===== src/rtl/io_console_tx.sv =====
// Console output port on the Z80 I/O bus: OUT writes are queued in a FIFO and
// drained over an 8N1 serial line; a status port reports FIFO/TX/overflow state.
module io_console_tx #(
    parameter logic [7:0] DATA_ADDR    = 8'hBB,
    parameter logic [7:0] STAT_ADDR    = 8'hBC,
    parameter int         DEPTH_LOG2   = 4,
    parameter int         CLKS_PER_BIT = 16
) (
    input  logic       clk,
    input  logic       reset_n,
    input  logic       iorq_n,
    input  logic       rd_n,
    input  logic       wr_n,
    input  logic [7:0] addr,
    input  logic [7:0] din,
    output logic [7:0] dout,
    output logic       tx,
    output logic [7:0] charout,
    output logic       fifo_empty,
    output logic       fifo_full
);
    localparam int                    DEPTH     = 1 << DEPTH_LOG2;
    localparam int                    BAUD_W    = $clog2(CLKS_PER_BIT);
    localparam logic [DEPTH_LOG2:0]   FULL_CNT  = (DEPTH_LOG2+1)'(DEPTH);
    localparam logic [BAUD_W-1:0]     BAUD_LAST = BAUD_W'(CLKS_PER_BIT - 1);

    typedef enum logic [1:0] {IDLE, START, DATA, STOP} state_t;

    logic                  wr_req, stat_rd, data_rd;
    logic                  push, pop, accept, ovf_set, ovf_clr;
    logic                  wr_req_q, stat_rd_q, overflow_q;
    logic [7:0]            mem_q [DEPTH];
    logic [DEPTH_LOG2-1:0] wptr_q, rptr_q;
    logic [DEPTH_LOG2:0]   count_q;
    logic [7:0]            charout_q;
    state_t                state_q, state_d;
    logic [BAUD_W-1:0]     baud_q, baud_d;
    logic [2:0]            bit_q, bit_d;
    logic [7:0]            shift_q, shift_d;
    logic                  tx_q, tx_d;

    assign wr_req  = !iorq_n && !wr_n && (addr == DATA_ADDR);
    assign stat_rd = !iorq_n && !rd_n && (addr == STAT_ADDR);
    assign data_rd = !iorq_n && !rd_n && (addr == DATA_ADDR);

    // One push per I/O write cycle, however long the strobe is held.
    assign push       = wr_req && !wr_req_q;
    assign fifo_empty = (count_q == '0);
    assign fifo_full  = (count_q == FULL_CNT);
    assign pop        = (state_q == IDLE) && !fifo_empty;
    assign accept     = push && (!fifo_full || pop);
    assign ovf_set    = push && fifo_full && !pop;
    assign ovf_clr    = stat_rd_q && !stat_rd;

    always_comb begin
        dout = 8'h00;
        if (stat_rd)
            dout = {4'b0, overflow_q, state_q != IDLE, fifo_full, fifo_empty};
        else if (data_rd)
            dout = charout_q;
    end

    always_ff @(posedge clk) begin
        if (accept) mem_q[wptr_q] <= din;
    end

    always_ff @(posedge clk or negedge reset_n) begin
        if (!reset_n) begin
            wr_req_q   <= 1'b0;
            stat_rd_q  <= 1'b0;
            overflow_q <= 1'b0;
            charout_q  <= 8'h00;
            wptr_q     <= '0;
            rptr_q     <= '0;
            count_q    <= '0;
        end else begin
            wr_req_q  <= wr_req;
            stat_rd_q <= stat_rd;
            if (push) charout_q <= din;
            // A fresh overflow beats the read-release clear.
            if (ovf_set)      overflow_q <= 1'b1;
            else if (ovf_clr) overflow_q <= 1'b0;
            if (accept) wptr_q <= wptr_q + 1'b1;
            if (pop)    rptr_q <= rptr_q + 1'b1;
            if (accept && !pop)      count_q <= count_q + 1'b1;
            else if (!accept && pop) count_q <= count_q - 1'b1;
        end
    end

    always_comb begin
        state_d = state_q;
        baud_d  = baud_q;
        bit_d   = bit_q;
        shift_d = shift_q;
        tx_d    = tx_q;
        case (state_q)
            IDLE: begin
                tx_d = 1'b1;
                if (!fifo_empty) begin
                    state_d = START;
                    shift_d = mem_q[rptr_q];
                    baud_d  = '0;
                    tx_d    = 1'b0;
                end
            end
            START: begin
                if (baud_q == BAUD_LAST) begin
                    state_d = DATA;
                    baud_d  = '0;
                    bit_d   = 3'd0;
                    tx_d    = shift_q[0];
                end else begin
                    baud_d = baud_q + 1'b1;
                end
            end
            DATA: begin
                if (baud_q == BAUD_LAST) begin
                    baud_d = '0;
                    if (bit_q == 3'd7) begin
                        state_d = STOP;
                        tx_d    = 1'b1;
                    end else begin
                        bit_d   = bit_q + 1'b1;
                        shift_d = shift_q >> 1;
                        tx_d    = shift_q[1];
                    end
                end else begin
                    baud_d = baud_q + 1'b1;
                end
            end
            STOP: begin
                tx_d = 1'b1;
                if (baud_q == BAUD_LAST) begin
                    state_d = IDLE;
                    baud_d  = '0;
                end else begin
                    baud_d = baud_q + 1'b1;
                end
            end
            default: state_d = IDLE;
        endcase
    end

    always_ff @(posedge clk or negedge reset_n) begin
        if (!reset_n) begin
            state_q <= IDLE;
            baud_q  <= '0;
            bit_q   <= 3'd0;
            shift_q <= 8'h00;
            tx_q    <= 1'b1;
        end else begin
            state_q <= state_d;
            baud_q  <= baud_d;
            bit_q   <= bit_d;
            shift_q <= shift_d;
            tx_q    <= tx_d;
        end
    end

    assign tx      = tx_q;
    assign charout = charout_q;
endmodule

===== config.mk =====
export PLATFORM = sky130hd
export DESIGN_NAME = io_console_tx
export DESIGN_NICKNAME = d
export VERILOG_FILES = /design/src/rtl/io_console_tx.sv
export SDC_FILE = /design/constraint.sdc
export NUM_CORES = 1
export LEC_CHECK = 0
export BUFFER_PORTS_ARGS = -buffer_cell sky130_fd_sc_hd__buf_2
export CAP_MARGIN = 15
export CORE_ASPECT_RATIO = 0.7
export CORE_UTILIZATION = 25
export DETAILED_ROUTE_END_ITERATION = 8
export GPL_TIMING_DRIVEN = 1
export PLACE_DENSITY = 0.42
export RECOVER_POWER = 50
export SYNTH_ARGS = -nofsm -noshare
export SYNTH_HDL_FRONTEND = slang
export SYNTH_SLANG_ARGS = --single-unit

===== constraint.sdc =====
create_clock -name clk -period 7.5 [get_ports clk]
set_input_delay 1.125 -clock clk [delete_from_list [all_inputs] [get_ports clk]]
set_output_delay 1.125 -clock clk [all_outputs]
set_load 0.01 [all_outputs]

Yosys cells after proc, flatten, opt, wreduce, memory -nomap -nowiden
Memory sizes are Yosys's and may differ from the RTL's.
Cells that the tools add are included.
W data, S select, Z words.

cells by class
  add/sub/neg operators = 6
  equal/unequal tests = 14
  muxes and demuxes = 30
  reduce and logical (&&, ||, !) cells = 35

operators by type and width
  kind                   number
  $mux W8                5
  $eq A8 B8 Y1 const B   2
  $pmux W8 S2            1
  $logic_and A1 B1 Y1    13
  $add A4 B1 Y4 const B  3
  $ne A2 B2 Y1 const B   6
  $mux W2                5
  $mux W5                2
  $reduce_bool A2 Y1     5
  $logic_not A1 Y1       9
  $mux W3                3
  $mux W1                8
  $mux W4                2
  $pmux W2 S4            1
  $pmux W4 S2            1
  $reduce_and A4 Y1      2
  $pmux W3 S2            1
  $add A5 B1 Y5 const B  1
  $eq A5 B5 Y1 const B   1
  $logic_not A5 Y1       1
  $reduce_and A5 Y1      1
  $sub A5 B1 Y5 const B  1
  $eq A2 B2 Y1 const B   2
  $eq A4 B4 Y1 const B   1
  8 further kinds        8

word-level totals
  flip-flop bits (word level) = 42
  memory bits (writable) = 128
  input port bits = 21
  output and inout bits = 19
  memories kept = 1

memory list
  memory  depth  width  rd ports  clocked after Yosys merged registers in  wr ports  RTL line  RTL
  mem_q   16     8      1         0                                        1         32        logic [7:0] mem_q [DEPTH];

Depth between registers and ports, before layout
Gate-level depths: netlist of run 1.

  depth after elaboration = 9
  mapped depth = 13
  gate-level depth less buffers = 12

Least setup slack after synthesis of run 1
No wires, ideal clock.

  path type = input -> register
  start = input iorq_n
  end = register count_q[4]
  library setup time = 127 ps
  data arrival time = 3549 ps
  slack = 3825 ps
  stages = 13
  cell sequence = nand2b_1 -> or4b_4 -> buf_6 -> o21bai_4 -> inv_4 -> ha_1 -> inv_1 -> fa_1 -> a21o_1 -> a21oi_1 -> xnor2_1 -> nor2_1 -> xor2_1

between the ends
  longest elaborated chain between the ends = 8

ends and longest elaborated chain
  what                                  RTL line  RTL
  from (decl)                           11        input logic iorq_n,
  $logic_not A1 Y1 (*)                  42        assign wr_req = !iorq_n && !wr_n && (addr == DATA_ADDR);
  $logic_and A1 B1 Y1 (*) (2 in a row)  42
  $logic_and A1 B1 Y1 (*)               47        assign push = wr_req && !wr_req_q;
  $logic_and A1 B1 Y1 (*)               51        assign accept = push && (!fifo_full || pop);
  via accept                            30        logic push, pop, accept, ovf_set, ovf_clr;
  $logic_not A1 Y1                      86        else if (!accept && pop) count_q <= count_q - 1'b1;
  $logic_and A1 B1 Y1                   86
  $reduce_bool A2 Y1 (no line)          n/a
  to (signal assigned)                  85        if (accept && !pop) count_q <= count_q + 1'b1;
  to (signal assigned)                  86
  to (decl)                             34        logic [DEPTH_LOG2:0] count_q;

The timed path passes the listed nets; every way through them passes the cells marked *.
A chain may end at the register's enable or synchronous reset.

Worst setup path in the final report of run 1
  start = input addr[0]
  end = output dout[2]

RTL lines
  what                 RTL line  RTL
  from (decl)          14        input logic [7:0] addr,
  $eq A8 B8 Y1         43        assign stat_rd = !iorq_n && !rd_n && (addr == STAT_ADDR);
  $logic_and A1 B1 Y1  43
  via stat_rd          29        logic wr_req, stat_rd, data_rd;
  $mux W8              57        if (stat_rd)
  to (decl)            16        output logic [7:0] dout,

The timed path passes the listed nets, and every way through them passes these cells.

==> impl_metrics.json, run 1 <==
{
  "power_density_nw_per_um2": 232,
  "clock_latency_ns": 0.43,
  "grt_max_degree": 43,
  "status": "finished with violations",
  "antenna_found_initial": 0,
  "fp-row-count": 51,
  "crit_start": "addr[0]",
  "die_x_um": 206,
  "critPathMaxStageDelay_ns": 0.66,
  "cts_resized": 0,
  "worst_pin_slew_ns": 2.38,
  "synth_edf_count": 128,
  "max_cap_violations": 2,
  "drc": 0,
  "cts_sinks": 170,
  "root_buffer": "clkbuf_16",
  "grt_pass1_wl_mm": 25.5,
  "power.leakage_uw": 0.00293,
  "drtIter0Drc": 253,
  "io_buffers": 39,
  "drive_above_1_share_pct": 20.0,
  "cp.depth": 6,
  "dr.pass1.iters": 4,
  "gp_congestion": 0.743,
  "die-area_um2": 29700,
  "cts_hold_buffers": 0,
  "clk_pin_slew_ns": 0.07,
  "r2r_setup_slack_ns": 4.12,
  "ios": 40,
  "grt_pass1_vias": 4193,
  "cts.path.max_buffers": 2,
  "seq_area_um2": 4900,
  "ant_nets": 0,
  "vias": 3966,
  "hold_violations": 0,
  "async_flop_share_pct": 24.7,
  "grt_overflow_total": 0,
  "timing.slew.headroom_pct": -58.4,
  "avgRoutedWirePerCell_um": 18.8,
  "crit_arrival_ns": 2.64,
  "synth_seq_cells": 170,
  "dp_hpwl_mm": 11.1,
  "post-cts-setup-buffers": 0,
  "die_y_um": 145,
  "fin_crit_sh_pct": 50.3,
  "ys_types": 50,
  "routed_wl_mm": 16.5,
  "setup_viol": 0,
  "viasPerCell": 4.51,
  "synth_ff_type": "edfxtp_1",
  "skew_ns": 0.0129,
  "holdWs_ns": 0.474,
  "avgSynthCellArea_um2": 16.0,
  "violations": "capacitance limit, slew limit",
  "dp.cells": 848,
  "start_util_pct": 25.8,
  "synth-seq-area-share_pct": 67.5,
  "tns_ns": 0,
  "fillers": 2793,
  "critPathMaxFanout": 4,
  "numCtsBuffers": 17,
  "cts_tree": "done",
  "crit_family": "simple AND/OR/NAND/NOR gates",
  "hold_class": "reg -> reg",
  "r2r_start": "rptr_q[0]",
  "final_common_cell": "edfxtp_1",
  "peakVddDrop_v": 0.000154,
  "track_usage_pct": 12.0,
  "worstRegToRegCells": 6,
  "final_cell_mix": "edfxtp_1 (128), dfrtp_1 (41), buf_2 (30), mux2i_1 (28), nand2_1 (25)",
  "final_nets": 535,
  "path_buf_inv": 3,
  "areaGrowthSynthToFinish_pct": 16.0,
  "critPathKind": "in -> out",
  "multiInputGateArea_um2": 2200,
  "htree_levels": 4,
  "crit_path_top_delay_cell": "or4b_2",
  "synth_cells": 453,
  "ys.warnings.count": 0,
  "cp_cell_sequence": "clkbuf_1, or4b_2, nor3_1, inv_1, o21ai_0, buf_2",
  "fin_cells": 880,
  "diodes": 0,
  "fmaxAchievable_mhz": 265,
  "syn_area_um2": 7260,
  "core_area_um2": 28100,
  "setup.worst_path.start_class": "input port",
  "worstPathRequired_ns": 6.38,
  "maxSlewViolCount": 67,
  "syn_nets": 492,
  "min_period_ns": 3.77,
  "rsz0062_at_grt": "false",
  "utilization_pct": 29.9,
  "endpoint": "dout[2]",
  "critPathCaptureType": "output port",
  "reg2reg_to": "shift_q[1]"
}
-- per-stage QoR --
stage | instance area (um2) | setup slack (ns) | power [uW]
after global routing | 8420 | 3.53 | 2020
final | 8420 | 3.73 | 1960
after global placement | 7850 | 3.59 | 1080
after detailed placement | 7850 | 3.52 | 1080
after floorplan | 7260 | 3.82 | 1050
after CTS | 8450 | 3.72 | 1980
-- worst min path at each step --
| stage | start | to | cells past startpoint |
|---|---|---|---|
| after floorplan | shift_q[0] | shift_q[0] | 1 |
| after global placement | rptr_q[0] | rptr_q[0] | 1 |
| after detailed placement | rptr_q[0] | rptr_q[0] | 1 |
| after CTS | rptr_q[0] | rptr_q[0] | 1 |
| after global routing | rptr_q[0] | rptr_q[0] | 1 |
| final | rptr_q[0] | rptr_q[0] | 1 |
-- per-layer routing --
layer,vias up,GRT usage (%),share of wire [%]
met5,-,0,0
met4,0,3.27,0.56
met3,7,3.11,5.7
met2,79,17.3,43
met1,2052,17.7,50
li1,1828,-,-
-- synth_stat cells (2+ instances only) --
cell type / count / area (um2)
mux4_2: 19 / 428
clkbuf_1: 8 / 30.0
nor3_1: 2 / 10.0
nand3b_1: 3 / 22.5
nand2_1: 25 / 93.8
nor2_1: 7 / 26.3
xnor2_1: 9 / 78.8
o311ai_0: 7 / 61.3
nand3_1: 3 / 15.0
mux2_2: 11 / 124
ha_1: 17 / 213
a21oi_1: 13 / 65.1
o22ai_1: 7 / 43.8
inv_1: 11 / 41.3
nor3b_2: 2 / 25.0
o31ai_1: 3 / 22.5
a21o_1: 4 / 30.0
edfxtp_1: 128 / 3840
a22oi_1: 14 / 105
buf_1: 2 / 7.51
xor2_1: 2 / 17.5
dfrtp_1: 41 / 1030
a22o_1: 4 / 35.0
buf_2: 7 / 35.0
o21ai_0: 17 / 85.1
nand4_1: 2 / 12.5
mux2i_1: 28 / 280
nand2b_1: 6 / 37.5
o21a_1: 8 / 60.1
and2_1: 21 / 131
buf_6: 2 / 22.5
nor2b_1: 2 / 12.5
-- area by class of cell --
type,instances,share of cell area [%]
clock buffers,18,5.10
clock inverters,14,2.05
inverters,12,0.565
multi-input cells,252,26.2
flip-flops and latches,170,58.2
well taps,371,5.51
repair buffers,43,2.45
-- sequential cells by signal, indices dropped and copies added (netlist names), 2 cells and up --
name and flops:
count_q 5, mem_q 128, wptr_q 4, rptr_q 4
baud_q 4, bit_q 3, shift_q 8, charout 8
state_q 2
-- report_power, final --
| group | internal [uW] | leakage [uW] | switching (uW) |
|---|---|---|---|
| clock | 525 | 0.000282 | 377 |
| sequential | 1020 | 0.00167 | 3.66 |
| combinational | 9.71 | 0.000972 | 26.2 |
| total | 1550 | 0.00293 | 406 |
-- kinds of logic (layout without fill, tap and decap cells) --
family | count (synthesis) | after routing | share of synthesized area, %
adders and majority gates | 18 | 18 | 3.21
buffers and inverters | 31 | 87 | 1.97
and+or+nand+nor | 84 | 84 | 6.97
DFF | 170 | 170 | 67.5
AOI/OAI and AO/OA | 81 | 81 | 7.60
xor gates and xnor gates | 11 | 11 | 1.33
muxes | 58 | 58 | 11.5
Note: power is estimated with default switching activity, not from simulation.
==> run 2: changes to the inputs <==
Settings changed: ABC_AREA set to 1.
Clock period 7.5 ns to 3.91 ns, I/O delays scaled along.
==> impl_metrics.json, run 2 <==
{
  "areaGrowthSynthToFinish_pct": 15.9,
  "syn_area_um2": 7820,
  "yosys-top-cells-count": "nand2_1 (273), edfxtp_1 (128), nand3_1 (92)",
  "max_cap_violations": 1,
  "yosysMostFrequentCell": "nand2_1",
  "ys.warnings.count": 0,
  "critPathCaptureType": "flip-flop",
  "largest_reg_flops": 128,
  "cts_tree": "done",
  "setup_viol": 0,
  "dp_hpwl_mm": 13.1,
  "power.leakage_uw": 0.00379,
  "hold_class": "reg -> reg",
  "critPathMaxStageDelay_ns": 0.44,
  "dr.pass1.iters": 5,
  "violations": "capacitance limit, slew limit",
  "synth-seq-area-share_pct": 62.6,
  "peakVddDrop_v": 0.000264,
  "fin_crit_sh_pct": 74.6,
  "rsz0062_at_grt": "false",
  "grt_pass1_wl_mm": 30.6,
  "avgSynthCellArea_um2": 9.84,
  "cp_common_cell": "nand2_1",
  "final_cell_mix": "nand2_1 (274), edfxtp_1 (128), nand3_1 (92), inv_1 (90), dfrtp_1 (40)",
  "htree_levels": 4,
  "met3_usage_pct": 3.55,
  "async_flop_share_pct": 24.7,
  "tns_ns": 0,
  "cts_sinks": 170,
  "yosys.area.top_type": "edfxtp_1",
  "crit_path_top_delay_cell": "clkbuf_1",
  "final_nets": 883,
  "top_usage_layer": "met1",
  "critPathMaxFanout": 16,
  "gp_congestion": 0.743,
  "synth_cells": 795,
  "timing.slew.headroom_pct": -63.0,
  "numCtsBuffers": 17,
  "avgRoutedWirePerCell_um": 15.5,
  "reg2reg_to": "count_q[4]",
  "cts_hold_buffers": 0,
  "core_area_um2": 30400,
  "holdPathEnd": "shift_q[3]",
  "maxSlewViolCount": 43,
  "ios": 40,
  "ant_nets": 0,
  "met1_usage_pct": 20.6,
  "min_period_ns": 2.92,
  "cts_resized": 0,
  "viasPerCell": 4.17,
  "grt_overflow_total": 0,
  "die_y_um": 150,
  "skew_ns": 0.0120,
  "grt_pass1_vias": 5068,
  "power_density_nw_per_um2": 412,
  "routed_wl_mm": 19.7,
  "grtUsageMet2_pct": 17.5,
  "status": "finished with violations",
  "critPathKind": "in -> reg",
  "path_buf_inv": 4,
  "cts.path.max_buffers": 2,
  "die-area_um2": 32000,
  "post-cts-setup-buffers": 0,
  "synth.top_cell.area_share_pct": 49.2,
  "vias": 5291,
  "antenna_found_initial": 0,
  "syn_nets": 834,
  "die_x_um": 213,
  "hold_path_startpoint": "shift_q[3]",
  "placed_cell_area_um2": 8510,
  "fp-row-count": 53,
  "crit_arrival_ns": 3.23,
  "worstRegToRegCells": 12,
  "crit_family": "simple AND/OR/NAND/NOR gates",
  "fillers": 3195,
  "drive_above_1_share_pct": 11.4,
  "start_util_pct": 25.7,
  "grt_max_degree": 69,
  "ys_types": 34,
  "drtIter0Drc": 377,
  "synth_seq_cells": 170,
  "cp_cell_sequence": "buf_2, nor3_1, nand2_1, nor3_4, clkbuf_1, nand2_4, inv_2, ha_1, inv_1, fa_1, nand3_1, nand2_1, a21oi_1, o21ai_0, xor2_1",
  "r2r_setup_slack_ns": 1.23,
  "r2r_start": "wr_req_q",
  "worst_pin_slew_ns": 2.45,
  "hold_violations": 0,
  "hold_path_depth": 2,
  "clock_latency_ns": 0.43,
  "largest-register": "mem_q",
  "worstPathRequired_ns": 4.23,
  "track_usage_pct": 13.1,
  "diodes": 0,
  "io_buffers": 39,
  "power_uw": 3730,
  "drc": 0,
  "final_common_cell": "nand2_1",
  "design_area_um2": 9070,
  "fmaxAchievable_mhz": 343,
  "synth_edf_count": 128,
  "yosys-top-cells-area": "edfxtp_1 (49%), dfrtp_1 (13%), nand2_1 (13%)",
  "root_buffer": "clkbuf_16",
  "synth_ff_type": "edfxtp_1",
  "clk_pin_slew_ns": 0.07,
  "setup.worst_path.start_class": "input port"
}
==> run 2: changes by cell type after synthesis, sizes merged, moves of 11 or more <==
cell   delta
a22oi    -14
mux4     -19
inv      +82
nand2   +254
nor2     +29
mux2i    -28
and2     -21
nor3     +13
nand3    +91
mux2     -11
==> run 2: stage by stage <==
step | hold WS [ns] | instances | utilization, % | setup slack [ns]
finish | 0.477 | 1269 | 29.9 | 0.995
global route | 0.481 | 1269 | 29.9 | 0.693
CTS | 0.351 | 1269 | 29.9 | 1.26
detailed placement | 0.467 | 1237 | 28.0 | 1.00
global placement | 0.466 | 1237 | 28.0 | 0.993
floorplan | 0.291 | 795 | - | 1.42
==> run 2: worst max-delay path by stage <==
stage,start,to,slack [ns],cells past startpoint
after floorplan,wr_n,count_q[4],1.42,12
after global placement,addr[2],count_q[4],0.99,17
after detailed placement,addr[7],count_q[4],1.0,16
after CTS,state_q[0],count_q[4],1.26,14
after global routing,addr[7],count_q[4],0.69,16
final,addr[6],count_q[4],0.99,15
==> run 2: cell type report <==
cell class	instances	area (um2)	share of cell area, %
clock inverters	12	149	1.64
clock buffers	20	437	4.82
flip-flops and latches	170	4900	54.0
multi-input cells	499	2370	26.1
well taps	412	515	5.69
repair buffers	60	338	3.73
inverters	96	360	3.97
==> run 2: per-layer routing <==
layer / part of all wire (%) / vias up
met3: 4.3 / 5
met5: 0 / -
met1: 55 / 2511
met2: 40 / 84
li1: - / 2691
met4: 0.49 / 0
==> run 2: report_power, final <==
part	internal (uW)	leakage [uW]	switching, uW
Sequential	1950	0.00167	6.88
Clock	1000	0.000274	704
Combinational	16.3	0.00184	56.6
==> run 2: logic make-up after synthesis <==
family	count (synthesis)	synth area share [%]
fa+ha+maj	18	2.98
simple gates	429	23.5
flops	170	62.6
compound gates	44	3.09
buf+inv	126	6.91
xor+xnor	8	0.896
==> run 2: worst reg2reg max path, stage by stage, from the launching register on <==
cell,delay (ns)
dfrtp_1,0.40
nor3_4,0.17
clkbuf_1,0.44
nand2_4,0.23
inv_2,0.14
ha_1,0.14
inv_1,0.10
fa_1,0.42
nand3_1,0.10
nand2_1,0.06
a21oi_1,0.11
o21ai_0,0.10
xor2_1,0.15
==> run 3: changes to the inputs <==
Clock period 3.91 ns to 2.8 ns, I/O delays scaled along.
==> impl_metrics.json, run 3 (synthesized netlist as in run 2, its figures left out) <==
{
  "drc": 0,
  "critPathCaptureType": "flip-flop",
  "r2r_start": "state_q[0]",
  "placed_cell_area_um2": 8560,
  "routed_wl_mm": 20.3,
  "worstPathRequired_ns": 3.11,
  "skew_ns": 0.00568,
  "fin_cells": 1273,
  "clk_pin_slew_ns": 0.06,
  "vias": 5383,
  "start_util_pct": 25.7,
  "viasPerCell": 4.23,
  "diodes": 0,
  "maxSlewViolCount": 31,
  "cts_resized": 0,
  "drtIter0Drc": 253,
  "peakVddDrop_v": 0.000349,
  "rsz0062_at_grt": "false",
  "track_usage_pct": 13.6,
  "crit_arrival_ns": 2.84,
  "root_buffer": "clkbuf_16",
  "hold_class": "in -> reg",
  "cts.path.max_buffers": 2,
  "holdWs_ns": 0.309,
  "cts_hold_buffers": 0,
  "numCtsBuffers": 17,
  "cts_sinks": 170,
  "largest_reg_flops": 128,
  "fmaxAchievable_mhz": 397,
  "fp-row-count": 53,
  "antenna_found_initial": 0,
  "reg2reg_to": "count_q[4]",
  "ant_nets": 0,
  "setup.worst_path.start_class": "flip-flop",
  "status": "finished with violations",
  "worst_pin_slew_ns": 1.72,
  "clock_latency_ns": 0.44,
  "setup_viol": 0,
  "hold_violations": 0,
  "dp.cells": 1241,
  "critPathMaxFanout": 6,
  "grt_overflow_total": 0,
  "min_period_ns": 2.52,
  "violations": "capacitance limit, slew limit",
  "timing.slew.headroom_pct": -14.7,
  "grt_pass1_vias": 5317,
  "die-area_um2": 32000,
  "core_area_um2": 30400,
  "final_common_cell": "nand2_1",
  "die_x_um": 213,
  "cts_tree": "done",
  "grt_pass1_wl_mm": 31.6,
  "tns_ns": 0,
  "ios": 40,
  "worstRegToRegCells": 14,
  "r2r_setup_slack_ns": 0.28,
  "dr.pass1.iters": 5,
  "gp_congestion": 0.807,
  "drive_above_1_share_pct": 11.5,
  "endpoint": "count_q[4]",
  "areaGrowthSynthToFinish_pct": 16.5,
  "design_area_um2": 9110,
  "grt_max_degree": 69,
  "avgRoutedWirePerCell_um": 15.9,
  "critPathKind": "reg -> reg",
  "fillers": 3277,
  "htree_levels": 4,
  "largest-register": "mem_q",
  "crit_start": "state_q[0]",
  "final_nets": 887,
  "die_y_um": 150,
  "power.leakage_uw": 0.00383,
  "io_buffers": 39,
  "fin_crit_sh_pct": 90.0,
  "dp_hpwl_mm": 13.2,
  "post-cts-setup-buffers": 0,
  "power_density_nw_per_um2": 570,
  "final_cell_mix": "nand2_1 (274), edfxtp_1 (128), nand3_1 (92), inv_1 (90), dfrtp_1 (40)",
  "max_cap_violations": 1
}
==> run 3: cell types whose count changed in the layout (fill, tap and decap cells not counted), moves of 2 or more <==
cell,before,now
buf_12,0,2
clkinv_2,2,5
clkinv_1,3,6
clkinvlp_4,3,0
==> run 3: stage by stage <==
stage | setup slack, ns | utilization [%] | power (uW)
final | 0.279 | 30.0 | 5190
after global routing | 0.0278 | 30.0 | 5370
after CTS | 0.239 | 30.1 | 5270
after global placement | 0.291 | 28.2 | 2900
after detailed placement | 0.249 | 28.2 | 2900
after floorplan | 0.449 | - | 2810
==> run 3: how the worst min path moves through the flow <==
stage | from | end | slack, ns | depth (start not counted)
detailed placement | shift_q[3] | shift_q[3] | 0.47 | 2
floorplan | reset_n | baud_q[0] | 0.12 | 0
global route | wr_n | wr_req_q | 0.30 | 3
finish | wr_n | wr_req_q | 0.31 | 3
global placement | shift_q[6] | shift_q[6] | 0.47 | 2
CTS | reset_n | baud_q[1] | 0.05 | 1
==> run 3: layout make-up <==
type	count	area (um2)	share of cell area [%]
Multi-Input combinational cell	499	2380	26.1
Timing Repair Buffer	64	389	4.27
Clock inverter	12	130	1.43
Sequential cell	170	4900	53.8
Tap cell	412	515	5.66
Clock buffer	20	437	4.79
Inverter	96	360	3.96
==> run 3: worst max-delay path, cell delays in order, from the launching register on <==
cell and delay [ns]:
dfrtp_1 0.41, inv_1 0.13, ha_2 0.24, inv_1 0.11, nand2_2 0.15, nand2_4 0.06, inv_2 0.08, ha_1 0.14
inv_1 0.10, fa_1 0.41, nand3_1 0.10, nand2_1 0.07, a21oi_1 0.12, o21ai_0 0.11, xor2_1 0.16
==> run 3: per-layer routing <==
layer  track usage (%)  up-vias  wire, um
met4              3.96        0       214
met2              18.5       78      8150
met1              20.9     2591     11200
li1                  -     2699         -
met3              2.90       15       729
met5                 0        -         0
==> run 3: power breakdown <==
| group | internal [uW] | switching (uW) |
|---|---|---|
| Sequential | 2720 | 9.12 |
| Clock | 1380 | 973 |
| Combinational | 23.5 | 83.7 |
